==> config.mk <==
export PLATFORM = sky130hd
export DESIGN_NAME = sram_arbiter_flat
export DESIGN_NICKNAME = d
export VERILOG_FILES = /design/src/rtl/sram_arbiter_if.sv /design/src/rtl/sram_arbiter.sv /design/src/flat_wrapper.sv
export SDC_FILE = /design/constraint.sdc
export NUM_CORES = 1
export LEC_CHECK = 0
export BUFFER_PORTS_ARGS = -buffer_cell sky130_fd_sc_hd__clkbuf_2
export CELL_PAD_IN_SITES_DETAIL_PLACEMENT = 0
export CELL_PAD_IN_SITES_GLOBAL_PLACEMENT = 1
export CORE_MARGIN = 4
export CORE_UTILIZATION = 31
export DETAILED_ROUTE_END_ITERATION = 6
export GPL_ROUTABILITY_DRIVEN = 0
export GPL_TIMING_DRIVEN = 1
export PLACE_DENSITY = 0.92
export SETUP_SLACK_MARGIN = 0.3
export SYNTH_ARGS = -nofsm -noshare
export SYNTH_HDL_FRONTEND = slang
export SYNTH_SLANG_ARGS = --single-unit
==> constraint.sdc <==
create_clock -name clk -period 2.55 [get_ports clk]
set_clock_uncertainty 0.1 [all_clocks]
set_input_delay 0.6375 -clock clk [delete_from_list [all_inputs] [get_ports clk]]
set_output_delay 0.6375 -clock clk [all_outputs]
set_load 0.05 [all_outputs]
==> src/rtl/sram_arbiter_if.sv <==
// CPU-side request/ack signals and the asynchronous SRAM pin bundle for sram_arbiter.
// The slave modport is the arbiter's view; the master modport is the CPU/board view.
interface sram_arbiter_if #(
  parameter int SRAM_AW = 20
);
  logic               if_ce_i;
  logic [31:0]        if_addr_i;
  logic [31:0]        if_data_o;
  logic               if_ack_o;
  logic               if_stallreq_o;
  logic               d_ce_i;
  logic               d_we_i;
  logic [3:0]         d_sel_i;
  logic [31:0]        d_addr_i;
  logic [31:0]        d_data_i;
  logic [31:0]        d_data_o;
  logic               d_ack_o;
  logic               d_stallreq_o;
  logic [SRAM_AW-1:0] sram_addr_o;
  logic [31:0]        sram_data_i;
  logic [31:0]        sram_data_o;
  logic               sram_data_oe_o;
  logic               sram_ce_n_o;
  logic               sram_oe_n_o;
  logic               sram_we_n_o;
  logic [3:0]         sram_be_n_o;

  modport slave (
    input  if_ce_i, if_addr_i, d_ce_i, d_we_i, d_sel_i, d_addr_i, d_data_i, sram_data_i,
    output if_data_o, if_ack_o, if_stallreq_o, d_data_o, d_ack_o, d_stallreq_o,
    output sram_addr_o, sram_data_o, sram_data_oe_o, sram_ce_n_o, sram_oe_n_o,
    output sram_we_n_o, sram_be_n_o
  );

  modport master (
    output if_ce_i, if_addr_i, d_ce_i, d_we_i, d_sel_i, d_addr_i, d_data_i, sram_data_i,
    input  if_data_o, if_ack_o, if_stallreq_o, d_data_o, d_ack_o, d_stallreq_o,
    input  sram_addr_o, sram_data_o, sram_data_oe_o, sram_ce_n_o, sram_oe_n_o,
    input  sram_we_n_o, sram_be_n_o
  );
endinterface

==> src/rtl/sram_arbiter.sv <==
// Shares one asynchronous SRAM between the fetch and data ports: fixed data priority,
// fixed-length accesses, one-cycle ack pulses and per-port stall requests.
module sram_arbiter #(
  parameter int ACCESS_CYCLES = 2,
  parameter int SRAM_AW       = 20
) (
  input logic           clk,
  input logic           rst,
  sram_arbiter_if.slave bus
);
  typedef enum logic [1:0] {IDLE, ACCESS, DONE} state_t;

  state_t             state;
  logic               owner_d;
  logic [3:0]         cnt;
  logic               ce_n;
  logic               oe_n;
  logic               we_n;
  logic               data_oe;
  logic [3:0]         be_n;
  logic [SRAM_AW-1:0] addr;
  logic [31:0]        wdata;
  logic [31:0]        if_data;
  logic [31:0]        d_data;
  logic               if_ack;
  logic               d_ack;
  logic               unused_addr_bits;

  always_ff @(posedge clk) begin
    if (rst) begin
      state   <= IDLE;
      owner_d <= 1'b0;
      cnt     <= 4'd0;
      ce_n    <= 1'b1;
      oe_n    <= 1'b1;
      we_n    <= 1'b1;
      be_n    <= 4'b1111;
      data_oe <= 1'b0;
      addr    <= '0;
      wdata   <= '0;
      if_data <= '0;
      d_data  <= '0;
    end else begin
      unique case (state)
        IDLE: begin
          if (bus.d_ce_i) begin
            owner_d <= 1'b1;
            addr    <= bus.d_addr_i[SRAM_AW+1:2];
            wdata   <= bus.d_data_i;
            ce_n    <= 1'b0;
            oe_n    <= bus.d_we_i;
            we_n    <= ~bus.d_we_i;
            data_oe <= bus.d_we_i;
            be_n    <= bus.d_we_i ? ~bus.d_sel_i : 4'b0000;
            cnt     <= 4'(ACCESS_CYCLES - 1);
            state   <= ACCESS;
          end else if (bus.if_ce_i) begin
            owner_d <= 1'b0;
            addr    <= bus.if_addr_i[SRAM_AW+1:2];
            ce_n    <= 1'b0;
            oe_n    <= 1'b0;
            we_n    <= 1'b1;
            data_oe <= 1'b0;
            be_n    <= 4'b0000;
            cnt     <= 4'(ACCESS_CYCLES - 1);
            state   <= ACCESS;
          end
        end
        ACCESS: begin
          if (cnt == 4'd0) begin
            // we_n high means this was a read: capture while oe_n is still asserted
            if (we_n) begin
              if (owner_d) d_data  <= bus.sram_data_i;
              else         if_data <= bus.sram_data_i;
            end
            ce_n    <= 1'b1;
            oe_n    <= 1'b1;
            we_n    <= 1'b1;
            be_n    <= 4'b1111;
            data_oe <= 1'b0;
            state   <= DONE;
          end else begin
            cnt <= cnt - 4'd1;
          end
        end
        DONE:    state <= IDLE;
        default: state <= IDLE;
      endcase
    end
  end

  // A requester that withdrew during the access (flush) gets no ack
  assign if_ack = (state == DONE) && !owner_d && bus.if_ce_i;
  assign d_ack  = (state == DONE) &&  owner_d && bus.d_ce_i;

  assign bus.if_ack_o       = if_ack;
  assign bus.d_ack_o        = d_ack;
  assign bus.if_stallreq_o  = bus.if_ce_i & ~if_ack;
  assign bus.d_stallreq_o   = bus.d_ce_i & ~d_ack;
  assign bus.if_data_o      = if_data;
  assign bus.d_data_o       = d_data;
  assign bus.sram_addr_o    = addr;
  assign bus.sram_data_o    = wdata;
  assign bus.sram_data_oe_o = data_oe;
  assign bus.sram_ce_n_o    = ce_n;
  assign bus.sram_oe_n_o    = oe_n;
  assign bus.sram_we_n_o    = we_n;
  assign bus.sram_be_n_o    = be_n;

  assign unused_addr_bits = ^{bus.if_addr_i[31:SRAM_AW+2], bus.if_addr_i[1:0],
                              bus.d_addr_i[31:SRAM_AW+2], bus.d_addr_i[1:0]};
endmodule

==> src/flat_wrapper.sv <==
// flat-port wrapper written by rule: the top's interface ports become plain ports
module sram_arbiter_flat 
#(
  parameter int ACCESS_CYCLES = 2,
  parameter int SRAM_AW       = 20
)
  (clk, rst, bus_if_ce_i, bus_if_addr_i, bus_d_ce_i, bus_d_we_i, bus_d_sel_i, bus_d_addr_i, bus_d_data_i, bus_sram_data_i, bus_if_data_o, bus_if_ack_o, bus_if_stallreq_o, bus_d_data_o, bus_d_ack_o, bus_d_stallreq_o, bus_sram_addr_o, bus_sram_data_o, bus_sram_data_oe_o, bus_sram_ce_n_o, bus_sram_oe_n_o, bus_sram_we_n_o, bus_sram_be_n_o);
  sram_arbiter_if #(.SRAM_AW(SRAM_AW)) bus_i ();
  input logic clk;
  input logic rst;
  input wire logic [$bits(bus_i.if_ce_i)-1:0] bus_if_ce_i;
  input wire logic [$bits(bus_i.if_addr_i)-1:0] bus_if_addr_i;
  input wire logic [$bits(bus_i.d_ce_i)-1:0] bus_d_ce_i;
  input wire logic [$bits(bus_i.d_we_i)-1:0] bus_d_we_i;
  input wire logic [$bits(bus_i.d_sel_i)-1:0] bus_d_sel_i;
  input wire logic [$bits(bus_i.d_addr_i)-1:0] bus_d_addr_i;
  input wire logic [$bits(bus_i.d_data_i)-1:0] bus_d_data_i;
  input wire logic [$bits(bus_i.sram_data_i)-1:0] bus_sram_data_i;
  output wire logic [$bits(bus_i.if_data_o)-1:0] bus_if_data_o;
  output wire logic [$bits(bus_i.if_ack_o)-1:0] bus_if_ack_o;
  output wire logic [$bits(bus_i.if_stallreq_o)-1:0] bus_if_stallreq_o;
  output wire logic [$bits(bus_i.d_data_o)-1:0] bus_d_data_o;
  output wire logic [$bits(bus_i.d_ack_o)-1:0] bus_d_ack_o;
  output wire logic [$bits(bus_i.d_stallreq_o)-1:0] bus_d_stallreq_o;
  output wire logic [$bits(bus_i.sram_addr_o)-1:0] bus_sram_addr_o;
  output wire logic [$bits(bus_i.sram_data_o)-1:0] bus_sram_data_o;
  output wire logic [$bits(bus_i.sram_data_oe_o)-1:0] bus_sram_data_oe_o;
  output wire logic [$bits(bus_i.sram_ce_n_o)-1:0] bus_sram_ce_n_o;
  output wire logic [$bits(bus_i.sram_oe_n_o)-1:0] bus_sram_oe_n_o;
  output wire logic [$bits(bus_i.sram_we_n_o)-1:0] bus_sram_we_n_o;
  output wire logic [$bits(bus_i.sram_be_n_o)-1:0] bus_sram_be_n_o;
  assign bus_i.if_ce_i = bus_if_ce_i;
  assign bus_i.if_addr_i = bus_if_addr_i;
  assign bus_i.d_ce_i = bus_d_ce_i;
  assign bus_i.d_we_i = bus_d_we_i;
  assign bus_i.d_sel_i = bus_d_sel_i;
  assign bus_i.d_addr_i = bus_d_addr_i;
  assign bus_i.d_data_i = bus_d_data_i;
  assign bus_i.sram_data_i = bus_sram_data_i;
  assign bus_if_data_o = bus_i.if_data_o;
  assign bus_if_ack_o = bus_i.if_ack_o;
  assign bus_if_stallreq_o = bus_i.if_stallreq_o;
  assign bus_d_data_o = bus_i.d_data_o;
  assign bus_d_ack_o = bus_i.d_ack_o;
  assign bus_d_stallreq_o = bus_i.d_stallreq_o;
  assign bus_sram_addr_o = bus_i.sram_addr_o;
  assign bus_sram_data_o = bus_i.sram_data_o;
  assign bus_sram_data_oe_o = bus_i.sram_data_oe_o;
  assign bus_sram_ce_n_o = bus_i.sram_ce_n_o;
  assign bus_sram_oe_n_o = bus_i.sram_oe_n_o;
  assign bus_sram_we_n_o = bus_i.sram_we_n_o;
  assign bus_sram_be_n_o = bus_i.sram_be_n_o;
  sram_arbiter #(.ACCESS_CYCLES(ACCESS_CYCLES), .SRAM_AW(SRAM_AW)) u_core (.clk(clk), .rst(rst), .bus(bus_i));
endmodule
==> summary.md, run 1 <==
| Metric | Value |
|---|---|
| Post-DP HPWL | 10100 microns |
| CTS H-tree depth | 4 |
| Tcrit/Tclk final | 85.9% |
| Cells after Synth | 594 |
| Final setup vio count | 0 |
| Final Hold Viols | 0 |
| FILL cells | 1611 |
| Starting Density | 31.9% |
| Ys flop type | dfxtp_1 |
| Vias per cell | 4.56 |
| Drt wl/cell | 13.8 microns |
| Vias | 4754 |
| Ant diodes | 0 |
| Share of layout cells above drive strength 1 | 34.4% |
| Crit Path Class | reg -> out |
| Arrival @ worst endpoint | 1450 ps |
| Most common cell in the synthesized netlist | nand2_1 |
| Tmin final | 2190 ps |
| Setup crit start kind | flop |
| Setup crit end kind | primary output |
| Synth cell count leaders | nand2_1 (199), dfxtp_1 (131), a21oi_1 (103) |
| Final wirelength | 14400 microns |
| Setup bufs post-CTS | 0 |
| Worst-path fanout max | 5 |
| First-pass GRT wire length | 22400 microns |
| RSZ-0062 raised after global routing | no |
| Die ar. | 17800 sq um |
| Hold buffer count at cts | 0 |
| Comb power frac | 21.5% |
| Tightest Pin Transition | 670 ps |
| Die Y | 133 microns |
| # rows | 45 |
| CTS root buffer | clkbuf_16 |
| F_max | 456 MHz |
| # DRC | 0 |
| Clock Latency Late Sink | 410 ps |
| Syn avg cell area | 8.19 sq um |
| PortBufs | 240 |
| Clock Power Share | 41.5% |
| Max Cap Violations | 0 |
| Setup TNS | 0 ps |
| Pleak | 3.11 nW |
| Area growth syn-to-layout | 42.1% |
| Max_slew headroom | 55.3% |
| GRT overflow | 0 |
| Die X-Extent | 133 microns |
| Netlist cell types | 33 |
| Final WS setup | 359 ps |
| Flop pwr share | 37.0% |
| Metal2 WL | 6820 microns |
| TritonRoute pass-1 iters | 4 |
| DR top layer | met4 |
| Clk sinks | 131 |
| VDD IR max | 0.442 mV |
| I/O pin cnt | 265 |
| Internal power | 4.23 mW |
| Sw Share | 32.2% |
| Slew Limit Fails | 0 |
| Initial antenna violation count | 0 |
| Synth Register Bits | 131 |
| CTS tree | done |
| M1 wire length | 6080 microns |
| Post-route ant nets | 0 |
| P_sw | 2.00 mW |
| Largest area contributor in the netlist | dfxtp_1 |
| EDFF count, synth | 0 |
| Status | finished, final reports clean |
| Ys async rst share | 0% |
| Layout Nets | 958 |
| Core Box Area | 15300 sq um |
| Clock transition at path regs | 60 ps |
| Metal3 WL | 1370 microns |
| Yosys warning total | 0 |
| Register area share after synthesis | 53.9% |
| Syn Nets | 733 |
| Maximum buffer depth of the clock tree | 2 |
| DRT iter0 DRCs | 221 |
| Post-synth top area share | 53.9% |
| Top cells by area, synth | dfxtp_1 (54%), nand2_1 (15%), a21oi_1 (11%) |
| Worst min-delay path class | in -> reg |
| Largest net degree at the start of global routing | 57 |
| Vias in the first global route | 4444 |
| All-layer global routing usage | 15.7% |
| Pre-CTS WS | 361 ps |
| Required @ worst endpoint | 1810 ps |
| Power Density | 901 nW/um^2 |
| Total CTS buffers | 17 |
| Area of the mapped netlist | 4860 sq um |
==> kinds of logic after synthesis <==
logic type,share of synthesized area [%]
buf+inv,4.53
simple gates,20.8
compound gates,15.8
xor+xnor,0.360
mux,4.12
fa+ha+maj,0.515
flops,53.9
==> path summary, 6_finish.rpt <==
path,start,end,slack (ps),cells after the start
max,u_core.state[1],bus_if_ack_o,360,3
min,bus_d_data_i[0],u_core.bus.sram_data_o[0],340,3
max reg2reg,u_core.cnt[0],u_core.bus.d_data_o[31],430,7
min reg2reg,u_core.bus.if_data_o[1],u_core.bus.if_data_o[1],350,2
==> per-layer routing <==
layer,up-vias,GRT usage [%]
li1,2416,-
met1,2124,18.7
met2,201,26.1
met3,13,6.57
met4,0,4.29
met5,-,0
==> sequential cells by signal (all words and copies together) (netlist names) <==
name / count
u_core.bus.d_data_o: 32
u_core.bus.if_data_o: 32
u_core.bus.sram_data_o: 32
u_core.bus.sram_addr_o: 20
u_core.bus.sram_be_n_o: 4
u_core.cnt: 4
u_core.state: 2
u_core.bus.sram_ce_n_o: 1
u_core.bus.sram_data_oe_o: 1
u_core.bus.sram_oe_n_o: 1
u_core.bus.sram_we_n_o: 1
u_core.owner_d: 1
==> worst max-delay path, stage by stage, from the launching register on <==
cell and delay (ps):
dfxtp_1 400, nor2b_4 240, and3_1 170, clkbuf_4 230
==> per-stage QoR <==
step	cell area [sq um]	std cells	power, mW	util (%)	hold slack [ps]
after global placement	6270	1011	3.68	41.1	341
final	6910	1043	6.23	45.3	340
after global routing	6910	1043	6.53	45.3	324
after detailed placement	6270	1011	3.70	41.1	345
after CTS	6900	1043	6.30	45.2	322
after floorplan	4880	594	3.31	-	368
==> timing repair <==
item,4_1_cts,5_1_grt
endpoints found under the setup margin,3,3
gates resized for setup,2,3
hold endpoints to repair,0,0
==> power groups by stage <==
stage,Combinational (mW),Sequential (mW),Clock (mW)
2_1_floorplan,0.440,2.87,0
3_3_place_gp,1.34,2.34,0
3_5_place_dp,1.35,2.35,0
4_1_cts,1.35,2.31,2.64
5_1_grt,1.44,2.33,2.76
6_report,1.34,2.31,2.58
==> layout make-up <==
| class | instances | area [sq um] | area share (%) |
|---|---|---|---|
| multi-input cells | 414 | 2050 | 29.6 |
| repair buffers | 252 | 1340 | 19.4 |
| clock buffers | 20 | 447 | 6.46 |
| inverters | 3 | 11.3 | 0.163 |
| well taps | 211 | 264 | 3.82 |
| flip-flops and latches | 131 | 2620 | 38.0 |
| clock inverters | 12 | 181 | 2.63 |
==> layout by cell type (no fill, tap or decap), drive strengths merged, types with 2 or more instances in the layout <==
cell / n
a21boi: 2
a211oi: 21
a21oi: 103
clkbuf: 258
mux2i: 20
dfxtp: 131
or3: 2
xor2: 2
nor3: 7
nor2b: 2
nand2: 199
nand3: 3
bufinv: 4
o21ai: 4
inv: 3
ha: 2
buf: 14
o21a: 4
a21o: 2
nor4: 2
nor2: 27
clkinv: 7
and3: 2
and2: 2
Note: power is estimated with default switching activity, not from simulation.
==> run 2, diff against run 1 <==
--- a/config.mk
+++ b/config.mk
@@ -8,11 +8,13 @@
 export BUFFER_PORTS_ARGS = -buffer_cell sky130_fd_sc_hd__clkbuf_2
 export CELL_PAD_IN_SITES_DETAIL_PLACEMENT = 0
 export CELL_PAD_IN_SITES_GLOBAL_PLACEMENT = 1
+export CORE_ASPECT_RATIO = 0.6
 export CORE_MARGIN = 4
 export CORE_UTILIZATION = 31
 export DETAILED_ROUTE_END_ITERATION = 6
 export GPL_ROUTABILITY_DRIVEN = 0
 export GPL_TIMING_DRIVEN = 1
+export MAX_ROUTING_LAYER = met4
 export PLACE_DENSITY = 0.92
 export SETUP_SLACK_MARGIN = 0.3
 export SYNTH_ARGS = -nofsm -noshare
==> constraint.sdc (replaced) <==
create_clock -name clk -period 2.1 [get_ports clk]
set_clock_uncertainty 0.1 [all_clocks]
set_input_delay 0.525 -clock clk [delete_from_list [all_inputs] [get_ports clk]]
set_output_delay 0.525 -clock clk [all_outputs]
set_load 0.05 [all_outputs]
==> run 2 against run 1 <==
Utilization grew 4.1 points. Setup slack lost 220 ps. Non-clock buffer count is 25 higher. Cell count is 1.6% higher. Critical path depth grew 1. Design area rose by 9.9%. Power rose by 20%. Critical endpoint is now bus_d_ack_o. Largest power group unchanged. Highest routed layer unchanged.
==> summary.md, run 2 (same netlist as run 1, synthesis figures left out) <==
| Metric | Value |
|---|---|
| Status | finished, final reports clean |
| Overall Power | 7.47 mW (+20%) |
| TritonRoute pass-1 iters | 4 (unchanged) |
| Die X-Extent | 170 microns (+27%) |
| CTS tree | done |
| Max Cap Violations | 0 (unchanged) |
| I/O pin cnt | 265 (unchanged) |
| Setup crit start kind | flop |
| Power Density | 983 nW/um^2 (+9.1%) |
| Maximum buffer depth of the clock tree | 2 (unchanged) |
| CTS H-tree depth | 4 (unchanged) |
| Required @ worst endpoint | 1470 ps (-340 ps) |
| Vias in the first global route | 4881 (+9.8%) |
| Ant diodes | 0 (unchanged) |
| Worst-path fanout max | 4 (-1) |
| Design Area, Final | 7600 sq um (+9.9%) |
| Placed cells | 1008 (-0.30%) |
| F_max | 510 MHz |
| Hold buffer count at cts | 0 (unchanged) |
| Starting Density | 31.6% (-0.23 points) |
| Setup crit end kind | primary output |
| Post-DP HPWL | 10300 microns (+2.5%) |
| Max_slew headroom | 73.4% (+18 points) |
| Vias | 4953 (+4.2%) |
| Drt wl/cell | 14.8 microns (+7.4%) |
| Tcrit/Tclk final | 93.4% |
| Commonest non-fill, non-tap cell in the layout | clkbuf_2 |
| DRT iter0 DRCs | 282 (+28%) |
| PortBufs | 240 (unchanged) |
| Total CTS buffers | 17 (unchanged) |
| # DRC | 0 (unchanged) |
| Clock Latency Late Sink | 410 ps (about the same) |
| Final Non-Filler Cells | 1060 (+1.6%) |
| Clk sinks | 131 (unchanged) |
| Core Util, Final | 49.4% (+4.1 points) |
| Worst min-delay path class | in -> reg |
| DP Area | 6380 sq um (+1.7%) |
| Core Box Area | 15400 sq um (+0.74%) |
| VDD IR max | 0.433 mV (-1.9%) |
| Die Y | 105 microns (-21%) |
| Tightest Pin Transition | 400 ps (-270 ps) |
| Final Hold Viols | 0 (unchanged) |
| Final setup vio count | 0 (unchanged) |
| Layout Nets | 983 (+2.6%) |
| Crit Path Class | reg -> out |
| Post-route ant nets | 0 (unchanged) |
| Most frequent cells in the layout | clkbuf_2 (234), nand2_1 (166), dfxtp_1 (126), a21oi_1 (89), nor2_1 (25) |
| Share of layout cells above drive strength 1 | 43.8% (+9.4 points) |
| All-layer global routing usage | 17.8% (+2.2 points) |
| CTS root buffer | clkbuf_16 |
| Largest net degree at the start of global routing | 60 (+5.3%) |
| Initial antenna violation count | 0 (unchanged) |
| Arrival @ worst endpoint | 1340 ps (-110 ps) |
| Slew Limit Fails | 0 (unchanged) |
| Tmin final | 1960 ps |
| Clock transition at path regs | 60 ps (about the same) |
| Setup TNS | 0 ps (unchanged) |
| RSZ-0062 raised after global routing | yes |
| Vias per cell | 4.67 (+2.5%) |
| First-pass GRT wire length | 24900 microns (+11%) |
| Final wirelength | 15700 microns (+9.1%) |
| WHS Path Cells | 3 (unchanged) |
| Die ar. | 17800 sq um (+0.37%) |
| # rows | 35 (-22%) |
| Area growth syn-to-layout | 56.2% |
| Reg2reg path depth | 8 (+1) |
| GRT overflow | 0 (unchanged) |
| Pleak | 3.40 nW (+9.2%) |
| FILL cells | 1463 (-9.2%) |
run 2: changes by cell type in the layout (fill, tap and decap cells not counted), moves of 6 or more:
cell	before	now
a21oi_1	103	89
nand2_1	199	166
a21oi_2	0	14
buf_6	0	6
nand2_4	0	17
buf_16	0	6
nand2_2	0	16
buf_12	3	11
run 2: worst max-delay path: stages (launching register included):
cell       delay, ps
dfxtp_2          320
nor2b_4          140
buf_6            130
and3_4           190
clkbuf_16        150
run 2: layout make-up:
cell class / count / area [sq um] / share of cell area (%)
Multi-Input combinational cell: 414 / 2330 / 30.7
Clock buffer: 19 / 433 / 5.70
Clock inverter: 13 / 128 / 1.68
Inverter: 3 / 11.3 / 0.148
Timing Repair Buffer: 277 / 1810 / 23.8
Sequential cell: 131 / 2630 / 34.6
Tap cell: 203 / 254 / 3.34
run 2: worst paths after layout:
check	to	start	slack, ps
worst max-delay path	bus_d_ack_o	u_core.state[1]	140
worst min-delay path	u_core.bus.sram_data_o[15]	bus_d_data_i[15]	230
worst max register to register	u_core.bus.d_data_o[5]	u_core.cnt[0]	160
worst min register to register	u_core.bus.if_data_o[13]	u_core.bus.if_data_o[13]	350
run 2: repair_timing:
| action | CTS | global route |
|---|---|---|
| gates resized for setup | 66 | 35 |
| setup buffers | 14 | 0 |
| pin swaps | 35 | 11 |
| endpoints found under the setup margin | 72 | 71 |
| gates cloned | 6 | 0 |
run 2: per-stage QoR:
stage | setup slack, ps | hold slack, ps
after floorplan | 213 | 342
after global placement | 187 | 337
after detailed placement | 155 | 346
after CTS | 113 | 207
after global routing | 57.8 | 218
final | 139 | 229
run 2: report_power, final:
part	internal, mW	switching [mW]	total [mW]
Combinational	0.561	1.28	1.84
Clock	1.65	1.17	2.82
Sequential	2.69	0.113	2.80
Total	4.90	2.57	7.47
run 2: routing by layer:
layer  global-route usage [%]  wire length [microns]  vias up
met1                     24.9                   7540     2267
met4                     3.91                    185        0
met5                        -                      0        -
li1                         -                      -     2479
met2                     24.6                   6580      189
met3                     6.50                   1420       18
==> run 3, diff against run 2 <==
--- a/config.mk
+++ b/config.mk
@@ -15,7 +15,7 @@
 export GPL_ROUTABILITY_DRIVEN = 0
 export GPL_TIMING_DRIVEN = 1
 export MAX_ROUTING_LAYER = met4
-export PLACE_DENSITY = 0.92
+export PLACE_DENSITY = 0.89
 export SETUP_SLACK_MARGIN = 0.3
 export SYNTH_ARGS = -nofsm -noshare
 export SYNTH_HDL_FRONTEND = slang
==> run 3 against run 2 <==
Global-route usage is 0.14 points higher. Critical path type unchanged. Utilization is 0.42 points higher. Sequential share of layout area is 0.29 points lower. Power is 0.28% higher. Critical path depth stayed put. Via count is 0.40% lower. Clock-buffer cell count stayed put. Wire length is 1.2% higher. Flip-flop and latch count stayed put. Combinational power hardly changed. First-iteration DRC count is 1.1% lower. Critical endpoint unchanged.
==> summary.md, run 3 (same netlist as run 1, synthesis figures left out) <==
| Metric | Value |
|---|---|
| Status | finished, final reports clean |
| Clock Power Share | 37.9% (about the same) |
| Worst min-delay path class | in -> reg |
| DRT iter0 DRCs | 279 (-1.1%) |
| # DRC | 0 (unchanged) |
| Hold buffer count at cts | 0 (unchanged) |
| Final wirelength | 15900 microns (+1.2%) |
| FILL cells | 1491 (+1.9%) |
| Tcrit/Tclk final | 93.7% (+0.37 points) |
| Hold EP | u_core.bus.sram_data_o[1] |
| Crit-path cells | nor2b_4 > buf_6 > and3_4 > buf_12 |
| Design Area, Final | 7660 sq um (+0.84%) |
| Area of the multi-input gates | 2430 sq um (+4.0%) |
| Sequential Area | 2630 sq um (unchanged) |
| Vias per cell | 4.66 (-0.31%) |
| Starting Density | 31.6% (unchanged) |
| Area growth syn-to-layout | 57.5% |
| Total CTS buffers | 17 (unchanged) |
| Clock transition at path regs | 60 ps (about the same) |
| CTS H-tree depth | 4 (unchanged) |
| Initial antenna violation count | 0 (unchanged) |
| Layout Nets | 982 (-0.10%) |
| DP Area | 6390 sq um (+0.24%) |
| Commonest non-fill, non-tap cell in the layout | clkbuf_2 |
| I/O pin cnt | 265 (unchanged) |
| Final setup vio count | 0 (unchanged) |
| Ant diodes | 0 (unchanged) |
| Worst r2r src | u_core.cnt[0] |
| Pre-CTS WS | 63.8 ps (-91.3 ps) |
| PortBufs | 240 (unchanged) |
| Crit Path Class | reg -> out |
| Pleak | 3.39 nW (-0.42%) |
| Core Box Area | 15400 sq um (unchanged) |
| P_sw | 2.57 mW (-0.13%) |
| VDD IR max | 0.409 mV (-5.4%) |
| CTS tree | done |
| Die X-Extent | 170 microns (unchanged) |
| Reg2reg path depth | 8 (unchanged) |
| RR Endpoint | u_core.bus.d_data_o[12] |
| Final Hold Viols | 0 (unchanged) |
| CTS root buffer | clkbuf_16 |
| Share of layout cells above drive strength 1 | 46.0% (+2.3 points) |
| Most frequent cells in the layout | clkbuf_2 (234), nand2_1 (157), dfxtp_1 (126), a21oi_1 (79), nand2_4 (27) |
| Max incr delay on CP | 330 ps (about the same) |
| Reg-to-reg slack, setup | 160 ps (about the same) |
| Tightest Pin Transition | 458 ps (+58.8 ps) |
| Slowest CP cell | dfxtp_2 |
| Vias in the first global route | 4939 (+1.2%) |
| Worst-path fanout max | 3 (-1) |
| Clock Latency Late Sink | 400 ps (about the same) |
| Comb power frac | 24.6% (about the same) |
| Tmin final | 1970 ps (+7.84 ps) |
| RSZ-0062 raised after global routing | yes |
| Die Y | 105 microns (unchanged) |
| # rows | 35 (unchanged) |
| Slew Limit Fails | 0 (unchanged) |
| Max_slew headroom | 69.4% (-3.9 points) |
| Worst setup startpoint | u_core.state[1] |
| Required @ worst endpoint | 1470 ps (about the same) |
| GRT overflow | 0 (unchanged) |
| Final WS setup | 131 ps (-7.84 ps) |
| Post-route ant nets | 0 (unchanged) |
| Maximum buffer depth of the clock tree | 2 (unchanged) |
| Setup crit start kind | flop |
| Flop pwr share | 37.5% (about the same) |
| Clk sinks | 131 (unchanged) |
| Largest net degree at the start of global routing | 44 (-27%) |
| All-layer global routing usage | 18.0% (+0.14 points) |
| Arrival @ worst endpoint | 1340 ps (about the same) |
| F_max | 508 MHz (-0.40%) |
| Internal power | 4.93 mW (+0.50%) |
| WHS Path Cells | 3 (unchanged) |
| Post-DP HPWL | 10700 microns (+3.3%) |
| Beginning of the worst hold path | bus_d_data_i[1] |
| Vias | 4933 (-0.40%) |
| Sw Share | 34.3% (-0.14 points) |
| Die ar. | 17800 sq um (unchanged) |
| Setup TNS | 0 ps (unchanged) |
| TritonRoute pass-1 iters | 4 (unchanged) |
| Max Cap Violations | 0 (unchanged) |
| Power Density | 978 nW/um^2 (-0.55%) |
| Drt wl/cell | 15.0 microns (+1.3%) |
| First-pass GRT wire length | 24900 microns (about the same) |
| Setup crit end kind | primary output |
-- run 3: area by class of cell --
| class | count | share of cell area, % |
|---|---|---|
| Tap cell | 203 | 3.32 |
| Sequential cell | 131 | 34.4 |
| Clock buffer | 19 | 5.78 |
| Inverter | 3 | 0.180 |
| Timing Repair Buffer | 276 | 23.0 |
| Clock inverter | 13 | 1.67 |
| Multi-Input combinational cell | 414 | 31.7 |
-- run 3: timing repair --
action                     4_1_cts  5_1_grt
pin swaps                       43       45
setup endpoints to repair       36       93
resized for setup               50       76
buffers inserted                10        3
cloned                           5        1
-- run 3: critical path, delay by kind of cell, from the launching register on --
kind                   cells  cell delay [ps]
DFF                        1              330
buffers and inverters      2              250
and+or+nand+nor            2              360
-- run 3: worst max path at each step --
stage / endpoint / slack [ps] / cells after the start
6_report: bus_d_ack_o / 130 / 4
5_1_grt: bus_d_ack_o / 80 / 4
4_1_cts: bus_d_ack_o / 120 / 4
3_5_place_dp: u_core.bus.sram_addr_o[18] / 60 / 6
3_3_place_gp: u_core.bus.sram_addr_o[10] / 130 / 6
2_1_floorplan: bus_d_stallreq_o / 210 / 3
-- run 3: metal layers --
layer  vias up  share of wire [%]  global-route usage [%]
li1       2483                  -                       -
met1      2281                 48                    24.0
met2       154                 44                    26.3
met3        15                7.3                    6.05
met4         0               0.67                    4.48
met5         -                  0                       -
-- run 3: metrics by stage --
stage	std cells	hold slack (ps)	power (mW)	util (%)
after global routing	1059	215	7.86	49.8
after global placement	1008	336	4.53	41.6
after detailed placement	1008	343	4.55	41.6
final	1059	231	7.49	49.8
after CTS	1055	209	7.53	47.7
after floorplan	594	342	4.04	-
-- run 3: power by group through the flow --
| stage | Sequential [mW] | Clock, mW | Combinational [mW] |
|---|---|---|---|
| after floorplan | 3.49 | 0 | 0.552 |
| final | 2.81 | 2.84 | 1.84 |
| after global placement | 2.85 | 0 | 1.69 |
| after CTS | 2.80 | 2.93 | 1.80 |
| after global routing | 2.83 | 3.05 | 1.98 |
| after detailed placement | 2.85 | 0 | 1.69 |
